<file path="config.mk">
export PLATFORM = sky130hd
export DESIGN_NAME = ysyx_23060184_hazard_scoreboard
export DESIGN_NICKNAME = d
export VERILOG_FILES = /design/src/rtl/ysyx_23060184_hazard_scoreboard_pkg.sv /design/src/rtl/ysyx_23060184_hazard_scoreboard.sv
export SDC_FILE = /design/constraint.sdc
export NUM_CORES = 1
export LEC_CHECK = 0
export CAP_MARGIN = 5
export CORE_MARGIN = 4
export CORE_UTILIZATION = 60
export CTS_CLUSTER_SIZE = 14
export DETAILED_ROUTE_END_ITERATION = 10
export PLACE_DENSITY = 0.84
export REMOVE_ABC_BUFFERS = 1
export SYNTH_ARGS = -nofsm -noshare
export SYNTH_HDL_FRONTEND = slang
export SYNTH_SLANG_ARGS = --single-unit
export TNS_END_PERCENT = 50
</file>
<file path="constraint.sdc">
create_clock -name clk -period 16.31 [get_ports clk]
set_input_delay 4.893 -clock clk [delete_from_list [all_inputs] [get_ports clk]]
set_output_delay 4.893 -clock clk [all_outputs]
set_load 0.02 [all_outputs]
</file>
<file path="src/rtl/ysyx_23060184_hazard_scoreboard_pkg.sv">
// Shared register-file geometry and scoreboard defaults used by the decode-side hazard logic.
package ysyx_23060184_hazard_scoreboard_pkg;

  localparam int REG_IDX_W        = 5;
  localparam int NUM_REGS         = 32;
  localparam int MAX_INFLIGHT_DEF = 4;
  localparam int INFLIGHT_W       = 3;

  typedef logic [REG_IDX_W-1:0] reg_idx_t;

endpackage

</file>
<file path="src/rtl/ysyx_23060184_hazard_scoreboard.sv">
// Per-register pending-write scoreboard: stalls decode on RAW/WAW-saturation, in-flight limit
// and serializing instructions; tracks issue/retire counts and flags retire underflow.
module ysyx_23060184_hazard_scoreboard
  import ysyx_23060184_hazard_scoreboard_pkg::*;
#(
  parameter int MAX_INFLIGHT = MAX_INFLIGHT_DEF,
  parameter int CNT_W        = 2
) (
  input  logic                  clk,
  input  logic                  rst,
  input  logic                  dec_valid,
  input  logic                  ex_ready,
  input  logic [REG_IDX_W-1:0]  dec_rs1,
  input  logic [REG_IDX_W-1:0]  dec_rs2,
  input  logic                  dec_rs2_valid,
  input  logic [REG_IDX_W-1:0]  dec_rd,
  input  logic                  dec_regwrite,
  input  logic                  dec_serialize,
  input  logic                  wb_valid,
  input  logic [REG_IDX_W-1:0]  wb_rd,
  input  logic                  wb_regwrite,
  output logic                  stall,
  output logic                  issue,
  output logic [NUM_REGS-1:0]   busy,
  output logic [INFLIGHT_W-1:0] inflight,
  output logic                  err
);

  localparam logic [CNT_W-1:0]      CNT_SAT      = '1;
  localparam logic [INFLIGHT_W-1:0] INFLIGHT_MAX = INFLIGHT_W'(MAX_INFLIGHT);

  logic [CNT_W-1:0]      cnt [NUM_REGS];
  logic [INFLIGHT_W-1:0] inflight_q;
  logic                  err_q;

  logic haz_rs1, haz_rs2, haz_rd, haz_ser;
  logic inc, retire_req, retire_bad, retire_ok;

  always_comb begin
    busy = '0;
    for (int i = 1; i < NUM_REGS; i++) begin
      busy[i] = (cnt[i] != '0);
    end
  end

  // Hazards look only at registered state, so a retire this cycle cannot unblock decode yet.
  always_comb begin
    haz_rs1 = (dec_rs1 != '0) && busy[dec_rs1];
    haz_rs2 = dec_rs2_valid && (dec_rs2 != '0) && busy[dec_rs2];
    haz_rd  = dec_regwrite &&
              (((dec_rd != '0) && (cnt[dec_rd] == CNT_SAT)) || (inflight_q == INFLIGHT_MAX));
    haz_ser = dec_serialize && (inflight_q != '0);
    stall   = dec_valid && (haz_rs1 || haz_rs2 || haz_rd || haz_ser);
    issue   = dec_valid && ex_ready && !stall && !rst;
  end

  always_comb begin
    inc        = issue && dec_regwrite && (dec_rd != '0);
    retire_req = wb_valid && wb_regwrite && (wb_rd != '0);
    retire_bad = (cnt[wb_rd] == '0) || (inflight_q == '0);
    retire_ok  = retire_req && !retire_bad;
  end

  always_ff @(posedge clk) begin
    if (rst) begin
      for (int i = 0; i < NUM_REGS; i++) begin
        cnt[i] <= '0;
      end
      inflight_q <= '0;
      err_q      <= 1'b0;
    end else begin
      for (int i = 1; i < NUM_REGS; i++) begin
        if (inc && (dec_rd == REG_IDX_W'(i)) && !(retire_ok && (wb_rd == REG_IDX_W'(i)))) begin
          cnt[i] <= cnt[i] + CNT_W'(1);
        end else if (retire_ok && (wb_rd == REG_IDX_W'(i)) && !(inc && (dec_rd == REG_IDX_W'(i)))) begin
          cnt[i] <= cnt[i] - CNT_W'(1);
        end
      end
      if (inc && !retire_ok) begin
        inflight_q <= inflight_q + INFLIGHT_W'(1);
      end else if (!inc && retire_ok) begin
        inflight_q <= inflight_q - INFLIGHT_W'(1);
      end
      // An underflowing retire is dropped and latched as a protocol error until reset.
      if (retire_req && retire_bad) begin
        err_q <= 1'b1;
      end
    end
  end

  assign inflight = inflight_q;
  assign err      = err_q;

endmodule

</file>
## Yosys cells after proc, flatten, opt, wreduce, memory -nomap -nowiden

Memory sizes are Yosys's and may differ from the RTL's.
Cells that the tools add are included.

| word-level totals | value |
|---|---|
| register bits after elaboration | 4 |
| memory bits (writable) | 64 |
| bits of input ports | 29 |
| output and inout bits | 38 |
| word-level logic and storage cells | 735 |
| memories | 1 |

Memory list:

| memory | words | bits a word | read ports | clocked after Yosys merged registers in | write ports | RTL line | source |
|---|---|---|---|---|---|---|---|
| cnt | 32 | 2 | 33 | 0 | 32 | ysyx_23060184_hazard_scoreboard.sv:32 | `logic [CNT_W-1:0] cnt [NUM_REGS];` |

| cells by class | value |
|---|---|
| add/sub/neg operators | 64 |
| magnitude comparators | 2 |
| equality and inequality tests | 64 |
| multiplexer cells | 287 |
| bitwise operators | 62 |
| reduce and logical (&&, ||, !) cells | 253 |

Operators by type and width:

| cell | count |
|---|---|
| $mux 1 | 221 |
| $eq 5x5->1 const B | 32 |
| $logic_and 1x1->1 | 142 |
| $mux 2 | 62 |
| $eq 5x4->1 const B | 16 |
| $logic_not 1->1 | 67 |
| $reduce_bool 2->1 | 32 |
| $add 2x1->2 const B | 31 |
| $or 1x1->1 | 62 |
| $sub 2x1->2 const B | 31 |
| $eq 5x3->1 const B | 8 |
| $eq 5x2->1 const B | 4 |
| $reduce_bool 5->1 | 4 |
| $lt 5x6->1 const B | 2 |
| $bmux 1 s5 | 2 |
| $eq 5x1->1 const B | 2 |
| $mux 3 | 2 |
| $logic_or 1x1->1 | 5 |
| $add 3x1->3 const B | 1 |
| $eq 3x3->1 const B | 1 |
| $logic_not 3->1 | 1 |
| $reduce_bool 3->1 | 1 |
| $sub 3x1->3 const B | 1 |
| $eq 2x2->1 const B | 1 |
| $logic_not 2->1 | 1 |

## Logic depth before layout (Yosys ltp)

Gate-level depths: netlist of run 1.
An unclocked memory read counts as a cell.

| logic depth | value |
|---|---|
| depth after elaboration | 22 |
| mapped depth | 17 |
| gate-level depth less buffers | 13 |

## Least setup slack after synthesis of run 1

Ideal clock, no wire load.

| timing path | value |
|---|---|
| kind | input port to output port |
| from | in dec_rd[2] |
| to | out issue |
| arrival time | 7233 ps |
| required time | 11417 ps |
| slack | 4184 ps |
| stages | 11 |
| path buffers | 3 |
| cell sequence | buf_2 buf_2 mux2_2 o22ai_1 o22ai_1 a221o_1 a211oi_2 buf_6 inv_2 a21oi_1 and4b_1 |

| on the way | value |
|---|---|
| word-level cells in the longest chain between the ends | 11 |
| elaborated cells between the ends (all ways) | 12 |
| those cells by class | eq/ne: 1; reduce/logical: 10; memory: 1 |

Ends and longest elaborated chain:

| element | RTL line | source |
|---|---|---|
| start, declared | ysyx_23060184_hazard_scoreboard.sv:16 | `input logic [REG_IDX_W-1:0] dec_rd,` |
| $mem_v2 32x2 | - |  |
| $eq 2x2->1 | ysyx_23060184_hazard_scoreboard.sv:51 | `(((dec_rd != '0) && (cnt[dec_rd] == CNT_SAT)) \|\| (inflight_q == INFLIGHT_MAX));` |
| $logic_and 1x1->1 (*) | ysyx_23060184_hazard_scoreboard.sv:51 |  |
| $logic_or 1x1->1 (*) | ysyx_23060184_hazard_scoreboard.sv:51 |  |
| $logic_and 1x1->1 (*) | ysyx_23060184_hazard_scoreboard.sv:50 | `haz_rd = dec_regwrite &&` |
| $logic_or 1x1->1 (*) (2 in a row) | ysyx_23060184_hazard_scoreboard.sv:53 | `stall = dec_valid && (haz_rs1 \|\| haz_rs2 \|\| haz_rd \|\| haz_ser);` |
| $logic_and 1x1->1 (*) | ysyx_23060184_hazard_scoreboard.sv:53 |  |
| $logic_not 1->1 (*) | ysyx_23060184_hazard_scoreboard.sv:54 | `issue = dec_valid && ex_ready && !stall && !rst;` |
| $logic_and 1x1->1 (*) (2 in a row) | ysyx_23060184_hazard_scoreboard.sv:54 |  |
| end, declared | ysyx_23060184_hazard_scoreboard.sv:23 | `output logic issue,` |

Mark *: on every way between the ends. The rest lies on a longest branch, timed or not.

## Final worst setup path of run 1

| timing path | value |
|---|---|
| from | in dec_rd[0] |
| to | out issue |

The elaborated chain is that of the path after synthesis.

==> results.md, run 1 <==
* Seq pwr share at 0.425
* Drt pass-1 iters at 8
* Hpwl dp at 15700 um
* Cells on worst reg2reg path at 13
* Pins Over Slew Limit at 0
* Chip height at 111 um
* Net Sw Frac at 0.324
* IO Pins at 67
* RSZ-0062 raised after global routing: no
* Clock buffer depth at 2
* P&R area growth vs syn at 12.4%
* Num rows at 37
* Final instance area at 7090 sq um
* Worst setup margin at 2.09 ns
* Crit Path Class: in2out
* F_max at 70.3 MHz
* Seq cells post-synth at 66
* Root Driver: clkbuf_8
* P per Cell Area at 69.3 nW/um^2
* Total congestion overflow at 0
* Final hold violations at 0
* Initial drt markers at 734
* Outcome: complete, no violations
* Fillcell total at 811
* Layout Nets at 774
* Worst Tran Pin Value at 1.12 ns
* TritonCTS clock tree: yes
* Commonest non-fill, non-tap cell in the layout: nor2_1
* Min-delay worst type: reg2reg
* Most frequent cells in the layout: nor2_1, clkdlybuf4s50_1, edfxtp_1
* Core region area at 10300 sq um
* P_leak at 2.57 nW
* Yosys warnings at 0
* Comb pwr share at 0.257
* Internal power at 0.332 mW
* Clk network pwr share at 0.318
* Crit path capture type: primary output
* Clk_lat worst skew at 0.37 ns
* Final Cycle Share at 0.872
* Clk pin slew, worst setup/hold paths at 0.08 ns
* WP data required at 11.42 ns
* Die area at 12200 sq um
* Routed Antenna Nets at 0
* Sink Count at 66
* Residual DRC at 0
* GP Congestion at 1.03
* Max Cap Viol at 0
* Worst vdd ir at 0.0464 mV
* Total routed wirelength at 20600 um
* NetSw at 0.159 mW
* Cell variety after synth at 82
* Number of diodes at 0
* Asr flop ratio synth at 0
* Initial antenna violation count at 0
* Mapped cell area at 6310 sq um
* Total track usage at 0.331
* Hold slack at 0.543 ns
* Power Total at 0.491 mW
* Final Setup Violations at 0
* Slew HR at 0.255
* Multi-input logic area at 3950 sq um
* CTS Buf Count at 9
* Critical Path AT at 9.33 ns
* Post-synth EDFFs at 62
* Post-place instance area at 6870 sq um
* Place WS at 2.25 ns
* H-tree depth at 3
* Vias after detailed routing at 6173
* Initial Util at 0.614
* Width of the chip at 111 um
* Worst Clk Skew at 0.00532 ns
* Vias in the first global route at 6000
* Pin count of the biggest net entering global routing at 98
* Syn avg cell area at 8.87 sq um
* Post-cts hold buffer count at 0
* Worst-path maximum fanout at 24
* Synthesized instance count at 711
* Buffers on Ports at 65
* FF/Latch Area at 1940 sq um
* Post-synth top flop: edfxtp_1
* Routed wire per std cell at 23.3 um
* Sequential-to-total area share from yosys stat at 0.308
* Share of post-route cells with drive strength above 1 at 0.103
* Setup tns final at 0 ns
* Period minus WS final at 14.22 ns
* Post_cts resized at 0
* Via density at 6.99
* Worst setup SP type: primary input
* Hold path cells at 2
* Post-CTS setup buffers at 0
* First-pass GRT wire length at 32000 um
metal layers:
metal,track usage,vias up,part of all wire
met5,0,-,0
met2,0.519,459,0.46
met1,0.422,2918,0.37
met4,0.199,0,0.058
met3,0.0658,100,0.11
li1,-,2696,-
final timing paths:
check	from	to	slack (ns)
worst max-delay path	dec_rd[0]	issue	2.09
worst min-delay path	err	err	0.54
worst max register to register	cnt[21][0]	inflight[2]	12.14
worst min register to register	err	err	0.54
Yosys cell counts, drive strengths merged, types with 7 or more instances:
library cell	count	area (sq um)
nor2	90	357
edfxtp	62	1860
xor2	42	368
a21oi	40	204
inv	38	143
nand3	36	190
nand2	33	124
nor3	33	175
nand2b	28	175
clkbuf	25	93.8
mux4	25	563
buf	22	171
and3	20	125
nand4	20	138
nor3b	15	113
or3	12	75.1
xnor2	11	96.3
mux2i	10	100
nor2b	10	62.6
a211oi	9	77.6
or2	9	56.3
o21a	8	60.1
o21ai	8	40.0
a211o	7	61.3
mux2	7	78.8
nor4	7	43.8
o22ai	7	43.8
flip-flops by register name (all words and copies together) (netlist names):
register	cells
cnt	62
err	1
inflight	3
kinds of logic after synthesis:
group                      after synthesis  synth area share
AOI/OAI and AO/OA                      118             0.129
xor gates and xnor gates                53            0.0736
adders and majority gates                3           0.00714
buffers and inverters                   86            0.0653
DFF                                     66             0.308
muxes                                   42             0.118
other                                    1          0.000595
and+or+nand+nor                        342             0.299
critical path, stage by stage:
cell and delay, ns:
clkdlybuf4s50_1 1.16, nand2_1 0.39, o22ai_1 0.35, o22ai_1 0.11
a221o_1 0.35, a211oi_2 0.95, inv_2 0.06, a21oi_1 0.23
and4b_1 0.22, clkdlybuf4s50_1 0.59
final cells by class:
class | instances | share of cell area
multi-input combinational | 559 | 0.558
sequential | 66 | 0.274
timing repair buffer | 67 | 0.0932
tap | 136 | 0.0240
inverter | 39 | 0.0206
clock buffer | 9 | 0.0175
clock inverter | 7 | 0.0132
per-stage QoR:
step	std cells	utilization
floorplan	664	-
global placement	867	0.669
detailed placement	867	0.669
CTS	883	0.690
global route	883	0.690
finish	883	0.690
power groups by stage:
stage / clock [mW] / combinational [mW] / sequential [mW]
2_1_floorplan: 0 / 0.0721 / 0.207
3_3_place_gp: 0 / 0.118 / 0.211
3_5_place_dp: 0 / 0.122 / 0.212
4_1_cts: 0.157 / 0.123 / 0.208
5_1_grt: 0.164 / 0.134 / 0.210
6_report: 0.156 / 0.126 / 0.209
Power figures use the tool's default switching activity.
==> run 2: changes to the inputs <==
ABC_AREA = 0   (was default)
CORE_UTILIZATION = 59   (was 60)
PLACE_DENSITY = 0.83   (was 0.84)
SKIP_CTS_REPAIR_TIMING = 1   (was default)
clock period = 15.9 ns   (was 16.31 ns; I/O delays follow)
==> results.md, run 2 (synthesis gave the netlist of run 1 again) <==
* Final instance area at 7140 sq um (was 7090 sq um)
* Worst setup SP type: primary input (unchanged)
* Vias after detailed routing at 6240 (was 6173)
* Buffers on Ports at 65 (unchanged)
* Chip height at 111 um (about the same)
* Initial drt markers at 859 (was 734)
* Number of flip-flops in the largest register at 62 (unchanged)
* Worst Tran Pin Value at 1.07 ns (was 1.12 ns)
* CP startpoint: dec_rd[0] (unchanged)
* Crit Path Class: in2out (unchanged)
* Pin count of the biggest net entering global routing at 53 (was 98)
* Placed cell count at 869 (was 867)
* Layout Nets at 776 (was 774)
* Root Driver: clkbuf_8 (unchanged)
* Residual DRC at 0 (unchanged)
* Share of post-route cells with drive strength above 1 at 0.103 (about the same)
* Total congestion overflow at 0 (unchanged)
* Via density at 7.05 (was 6.99)
* Pins Over Slew Limit at 0 (unchanged)
* Fillcell total at 824 (was 811)
* CTS Buf Count at 9 (unchanged)
* Setup tns final at 0 ns (unchanged)
* IO Pins at 67 (unchanged)
* Final hold violations at 0 (unchanged)
* Routed wire per std cell at 24.1 um (was 23.3 um)
* Commonest non-fill, non-tap cell in the layout: nor2_1 (unchanged)
* Core region area at 10400 sq um (was 10300 sq um)
* Vias in the first global route at 6081 (was 6000)
* F_max at 74.1 MHz
* Min-delay worst type: reg2reg (unchanged)
* Reg with most FFs: cnt (unchanged)
* Max Cap Viol at 0 (unchanged)
* Worst-path cell with the longest stage delay: clkdlybuf4s50_1 (unchanged)
* Clk_lat worst skew at 0.37 ns (about the same)
* Slowest stage delay, CP at 1.18 ns (was 1.16 ns)
* Outcome: complete, no violations (unchanged)
* Clock buffer depth at 2 (unchanged)
* Critical Path AT at 8.73 ns (was 9.33 ns)
* Initial antenna violation count at 0 (unchanged)
* RR Startpoint: cnt[10][0] (was cnt[21][0])
* P&R area growth vs syn at 13.3% (was 12.4%)
* Sink Count at 66 (unchanged)
* First-pass GRT wire length at 33000 um (was 32000 um)
* Worst vdd ir at 0.0619 mV (was 0.0464 mV)
* Most frequent cells in the layout: nor2_1, clkdlybuf4s50_1, edfxtp_1 (unchanged)
* P per Cell Area at 75.0 nW/um^2 (was 69.3 nW/um^2)
* GP Congestion at 0.962 (was 1.03)
* Number of diodes at 0 (unchanged)
* WP data required at 11.13 ns (was 11.42 ns)
* Num rows at 37 (unchanged)
* Worst-path maximum fanout at 24 (unchanged)
* Worst Clk Skew at 0.00638 ns (was 0.00532 ns)
* Total track usage at 0.337 (was 0.331)
* Place WS at 2.48 ns (was 2.25 ns)
* TritonCTS clock tree: yes (unchanged)
* Width of the chip at 111 um (about the same)
* Final Setup Violations at 0 (unchanged)
* Clk pin slew, worst setup/hold paths at 0.08 ns (about the same)
* Period minus WS final at 13.50 ns
* Top cell family by delay on the critical path: buffers and inverters (was compound AO/OA/AOI/OAI gates)
* Slew HR at 0.288 (was 0.255)
* Cell Chain, Critical Path: clkdlybuf4s50_1, nand2_1, o22ai_1, o22ai_1, a221o_1, a211oi_2, buf_4, inv_2, a21oi_1, and4b_1, clkdlybuf4s50_1 (was clkdlybuf4s50_1, nand2_1, o22ai_1, o22ai_1, a221o_1, a211oi_2, inv_2, a21oi_1, and4b_1, clkdlybuf4s50_1)
* Post-place instance area at 6890 sq um (was 6870 sq um)
* Final cell count without fillers at 885 (was 883)
* Total routed wirelength at 21300 um (was 20600 um)
* RSZ-0062 raised after global routing: no (unchanged)
* Die area at 12400 sq um (was 12200 sq um)
* Drt pass-1 iters at 6 (was 8)
* Power Total at 0.535 mW (was 0.491 mW)
* Crit path capture type: primary output (unchanged)
* Hpwl dp at 16000 um (was 15700 um)
* H-tree depth at 3 (unchanged)
* Routed Antenna Nets at 0 (unchanged)
* Worst setup margin at 2.40 ns (was 2.09 ns)
* HP Start: err (unchanged)
* Final Cycle Share at 0.849
* Critical path buffer and inverter count at 4 (was 3)
* Initial Util at 0.608 (was 0.614)
* P_leak at 2.60 nW (was 2.57 nW)
==> run 2: through the flow <==
stage,utilization,hold WS [ns]
2_1_floorplan,-,0.567
3_3_place_gp,0.664,0.453
3_5_place_dp,0.664,0.464
4_1_cts,0.689,0.483
5_1_grt,0.689,0.510
6_report,0.689,0.495
==> run 2: final timing paths <==
| kind | slack, ns | depth (start not counted) | endpoint |
|---|---|---|---|
| max | 2.40 | 11 | issue |
| max reg2reg | 12.15 | 12 | inflight[2] |
| min | 0.49 | 2 | err |
| min reg2reg | 0.49 | 2 | err |
==> run 2: area by class of cell <==
class | instances | area (sq um) | share of cell area
multi-input cells | 559 | 3950 | 0.553
flip-flops and latches | 66 | 1940 | 0.272
repair buffers | 69 | 676 | 0.0946
well taps | 136 | 170 | 0.0238
inverters | 39 | 146 | 0.0205
clock inverters | 6 | 129 | 0.0180
clock buffers | 10 | 128 | 0.0179
==> run 2: worst min-delay path: stages (launching register included) <==
cell     delay, ns
dfxtp_1       0.34
a21oi_1       0.05
nor2_1        0.07
==> run 2: layer usage <==
layer	global-route usage	wire [um]
met1	0.430	7960
met2	0.536	9810
met3	0.0793	2430
met4	0.177	1130
met5	0	0
==> run 2: power breakdown <==
part           internal (mW)  total (mW)  switching, mW
Clock                  0.119       0.190         0.0706
Combinational         0.0530       0.132         0.0788
Sequential             0.200       0.214         0.0134
==> RTL change 1 (flow settings as in run 2) <==
The parameter `CNT_W` goes from 2 to 4.
--- a/src/rtl/ysyx_23060184_hazard_scoreboard.sv
+++ b/src/rtl/ysyx_23060184_hazard_scoreboard.sv
@@ -5,5 +5,5 @@
 #(
   parameter int MAX_INFLIGHT = MAX_INFLIGHT_DEF,
-  parameter int CNT_W        = 2
+  parameter int CNT_W        = 4
 ) (
   input  logic                  clk,
Behaviour: not the same (Yosys sat finds a counterexample within 4 cycles, from zero or initial values and one cycle with rst high).
==> RTL change 1 against run 2 <==
- die area grew 81%
- worst setup slack lost 240 ps
- count of clock-buffer cells in the layout grew 8
- routed wire length grew 90%
- clock skew grew 5.5 ps
- sequential power grew 94%
- area after synthesis grew 88%
- power grew 88%
- sequential cell count grew 62
- final area grew 87%
==> RTL change 1: results (changes against run 2) <==
| Metric | Value |
|---|---|
| Slowest CP cell | `o21ai_0 (was clkdlybuf4s50_1)` |
| Worst-Skew Late Latency | `430 ps (was 370 ps)` |
| Synth Area in Compound Gates | `17.1% (was 12.9%)` |
| Detailed Routing Iterations Pass 1 | `8 (was 6)` |
| Average wire per standard cell | `25.1 um (was 24.1 um)` |
| CTS buffer count | `17 (was 9)` |
| Leakage | `0.00521 uW (was 0.00260 uW)` |
| Post-synthesis sequential area ratio | `32.0% (was 30.8%)` |
| Clock Skews | `11.9 ps (was 6.38 ps)` |
| DRT iter0 DRCs | `1589 (was 859)` |
| Post-synthesis cell type count | `76 (was 82)` |
| Root Driver | `clkbuf_16 (was clkbuf_8)` |
| Largest delay contributor family on the critical path | `buffers and inverters (unchanged)` |
| RePlAce Congestion | `1.09 (was 0.962)` |
| Vias/cell | `7.05 (about the same)` |
| Final net count | `1457 (was 776)` |
| Initial antenna violation count | `2 (was 0)` |
| Worst r2r path cells | `19 (was 12)` |
| Post-synth EDFFs | `124 (was 62)` |
| Sw Ratio | `30.0% (was 30.4%)` |
| Number of fill cells | `1558 (was 824)` |
| # H-tree levels | `4 (was 3)` |
| Crit path max fanout | `31 (was 24)` |
| Mux cell area share after synthesis | `7.62% (was 11.8%)` |
| Crit path arrival time | `8970 ps (was 8730 ps)` |
| Total Routing Usage GR | `36.2% (was 33.7%)` |
| CP peak stage delay | `1000 ps (was 1180 ps)` |
| Synth Area in Adders | `11.9% (was 0.714%)` |
| Final setup viols | `0 (unchanged)` |
| Max IR drop VDD | `68.8 uV (was 61.9 uV)` |
| Reg clk slew, reported paths | `60 ps (was 80 ps)` |
| Share of layout cells above drive strength 1 | `8.83% (was 10.3%)` |
| Vias in the first global route | `10700 (was 6081)` |
| Most common library cells after synthesis | `edfxtp_1, inv_1, nor2_1 (was nor2_1, edfxtp_1, xor2_1)` |
| Max FFs per register | `124 (was 62)` |
| Status | `finished, final reports clean (unchanged)` |
| Top cells by area, synth | `edfxtp_1, ha_1, fa_1 (was edfxtp_1, mux4_2, xor2_1)` |
RTL change 1: cell count changes after synthesis, sizes merged, moves of 22 or more:
cell	change
fa	+30
a21o	+34
a21oi	+37
edfxtp	+62
ha	+61
nand2b	-22
nor4	+42
clkbuf	+26
inv	+74
nand2	+73
o21ai	+26
mux2i	+23
RTL change 1: power by group through the flow:
| stage | Sequential [uW] | Combinational (uW) | Clock, uW |
|---|---|---|---|
| 6_report | 416 | 190 | 403 |
| 5_1_grt | 417 | 202 | 419 |
| 4_1_cts | 414 | 184 | 404 |
| 3_5_place_dp | 421 | 182 | 0 |
| 3_3_place_gp | 421 | 178 | 0 |
| 2_1_floorplan | 411 | 106 | 0 |
RTL change 1: logic make-up after synthesis:
family                   count (synthesis)
buffers and inverters                  184
AND/OR/NAND/NOR                        463
adder cells (fa/ha/maj)                 94
flip-flops                             128
other                                    1
AO/OA/AOI/OAI                          292
XOR/XNOR                                69
multiplexers                            60
RTL change 1: path summary, 6_finish.rpt:
path,endpoint,slack [ps],start
setup / recovery,issue,2160,dec_rd[0]
hold / removal,err,570,err
setup reg to reg,cnt[20][3],9990,cnt[11][0]
hold reg to reg,err,570,err
RTL change 1: final cells by class:
class	count	share of cell area (%)
repair buffers	96	6.55
flip-flops and latches	128	28.4
clock inverters	14	1.24
multi-input cells	979	54.9
well taps	265	2.48
clock buffers	18	3.21
inverters	112	3.14
RTL change 1: stage by stage:
| stage | util (%) | hold WS (ps) | std cells | setup WS, ps |
|---|---|---|---|---|
| after floorplan | - | 580 | 1219 | 2940 |
| after global placement | 65.0 | 514 | 1580 | 2440 |
| after detailed placement | 65.0 | 551 | 1580 | 2300 |
| after CTS | 68.1 | 560 | 1612 | 2290 |
| after global routing | 68.1 | 613 | 1612 | 2010 |
| final | 68.1 | 568 | 1612 | 2160 |
RTL change 1: worst reg2reg max path: cells and delay by family, from the launching register on:
family / cells / cell delay (ps)
AND/OR/NAND/NOR: 4 / 2010
XOR/XNOR: 1 / 320
multiplexers: 1 / 280
buffers and inverters: 4 / 960
AO/OA/AOI/OAI: 8 / 1380
adder cells (fa/ha/maj): 1 / 280
flip-flops: 1 / 470
RTL change 1: routing by layer:
metal | up-vias | share of wire, % | GRT usage (%)
met5 | - | 0.21 | 1.82
met4 | 6 | 7.2 | 21.7
met3 | 208 | 13 | 11.2
met2 | 864 | 43 | 53.6
met1 | 5352 | 36 | 46.3
li1 | 4938 | - | -
==> RTL change 2 (config.mk and constraints of run 2) <==
Made on the original files. Put one more register stage on the output `err`. The value now appears one clock later. The other outputs are not delayed to match.
--- a/src/rtl/ysyx_23060184_hazard_scoreboard.sv
+++ b/src/rtl/ysyx_23060184_hazard_scoreboard.sv
@@ -90,5 +90,7 @@
 
   assign inflight = inflight_q;
-  assign err      = err_q;
+  always_ff @(posedge clk) begin
+    err <= err_q;
+  end
 
 endmodule
Check against the original RTL: not equivalent (a bounded check fails within 4 cycles, from zero or initial values and one cycle with rst high).
==> RTL change 2 against run 2 <==
- final area down 3.7%
- clock power down 20%
- area after synthesis down 4.1%
- clock skew up 6.0 ps
- sequential cell count up 1
- critical path type unchanged
- synthesized cell count down 2.0%
- first-iteration DRC count up 12%
- non-clock buffer count up 1
- largest power group unchanged
- highest routed layer unchanged
- worst setup slack better by 210 ps
- routed wire length down 1.9%
- power down 6.6%
- count of clock-buffer cells in the layout up 4
==> RTL change 2: results (changes against run 2) <==
| Metric | Value |
|---|---|
| Detailed Routing Iterations Pass 1 | `7 (was 6)` |
| Hold Startpoint | `err_q (was err)` |
| Worst r2r path cells | `14 (was 12)` |
| Post-synthesis cell type count | `71 (was 82)` |
| Post-synthesis sequential area ratio | `32.4% (was 30.8%)` |
| Hold WS | `357 ps (was 495 ps)` |
| Cell count after placement | `855 (was 869)` |
| Vias in the first global route | `5864 (was 6081)` |
| Status | `finished, final reports clean (unchanged)` |
| Leakage | `0.00244 uW (was 0.00260 uW)` |
| Total power | `500 uW (was 535 uW)` |
| Met1 Use GR | `46.3% (was 43.0%)` |
| Crit path arrival time | `8520 ps (was 8730 ps)` |
| Reg-to-reg setup timing slack | `11850 ps (was 12150 ps)` |
| FF-to-FF Start | `cnt[11][0] (was cnt[10][0])` |
| CP peak stage delay | `840 ps (was 1180 ps)` |
| DRT iter0 DRCs | `959 (was 859)` |
| Sw Ratio | `32.5% (was 30.4%)` |
| Average wire per standard cell | `24.0 um (was 24.1 um)` |
| Vias/cell | `7.08 (was 7.05)` |
| Crit path capture | `stall (was issue)` |
| Max IR drop VDD | `47.1 uV (was 61.9 uV)` |
| HPWL reported at the end of detailed placement | `15400 um (was 16000 um)` |
| WL final | `20900 um (was 21300 um)` |
| Post-Syn Instances | `697 (was 711)` |
| Slew HR | `12.6% (was 28.8%)` |
| Met3 usage | `12.1% (was 7.93%)` |
| RePlAce Congestion | `1.00 (was 0.962)` |
| Met2 GRT Util | `54.4% (was 53.6%)` |
| Share of layout cells above drive strength 1 | `9.35% (was 10.3%)` |
| Met3 wire len | `3210 um (was 2430 um)` |
| WHS Path Cells | `0 (was 2)` |
| Clock network fraction of total power | `30.4% (was 35.5%)` |
| First-pass GRT wire length | `32100 um (was 33000 um)` |
| Met2 WL | `9040 um (was 9810 um)` |
| Final net count | `765 (was 776)` |
| Number of fill cells | `787 (was 824)` |
| Clock Skews | `12.4 ps (was 6.38 ps)` |
-- RTL change 2: cell families after synthesis --
family,count (synthesis),synth area share [%]
simple gates,345,28.6
compound gates,102,11.0
buf+inv,83,5.94
other cells,1,0.0620
xor+xnor,50,7.24
mux,46,14.0
fa+ha+maj,3,0.745
flops,67,32.4
-- RTL change 2: final cells by class --
| class | count | area, um2 | share of cell area [%] |
|---|---|---|---|
| Multi-Input combinational cell | 547 | 3730 | 54.2 |
| Sequential cell | 67 | 1960 | 28.5 |
| Timing Repair Buffer | 70 | 683 | 9.93 |
| Tap cell | 133 | 166 | 2.42 |
| Clock buffer | 14 | 163 | 2.36 |
| Inverter | 38 | 143 | 2.07 |
| Clock inverter | 2 | 35.0 | 0.509 |
-- RTL change 2: metrics by stage --
step / area [um2] / setup slack [ps] / util [%]
finish: 6880 / 2610 / 69.7
global route: 6880 / 2410 / 69.7
CTS: 6880 / 2650 / 69.7
detailed placement: 6680 / 2640 / 67.7
global placement: 6680 / 2780 / 67.7
floorplan: 5830 / 3970 / -
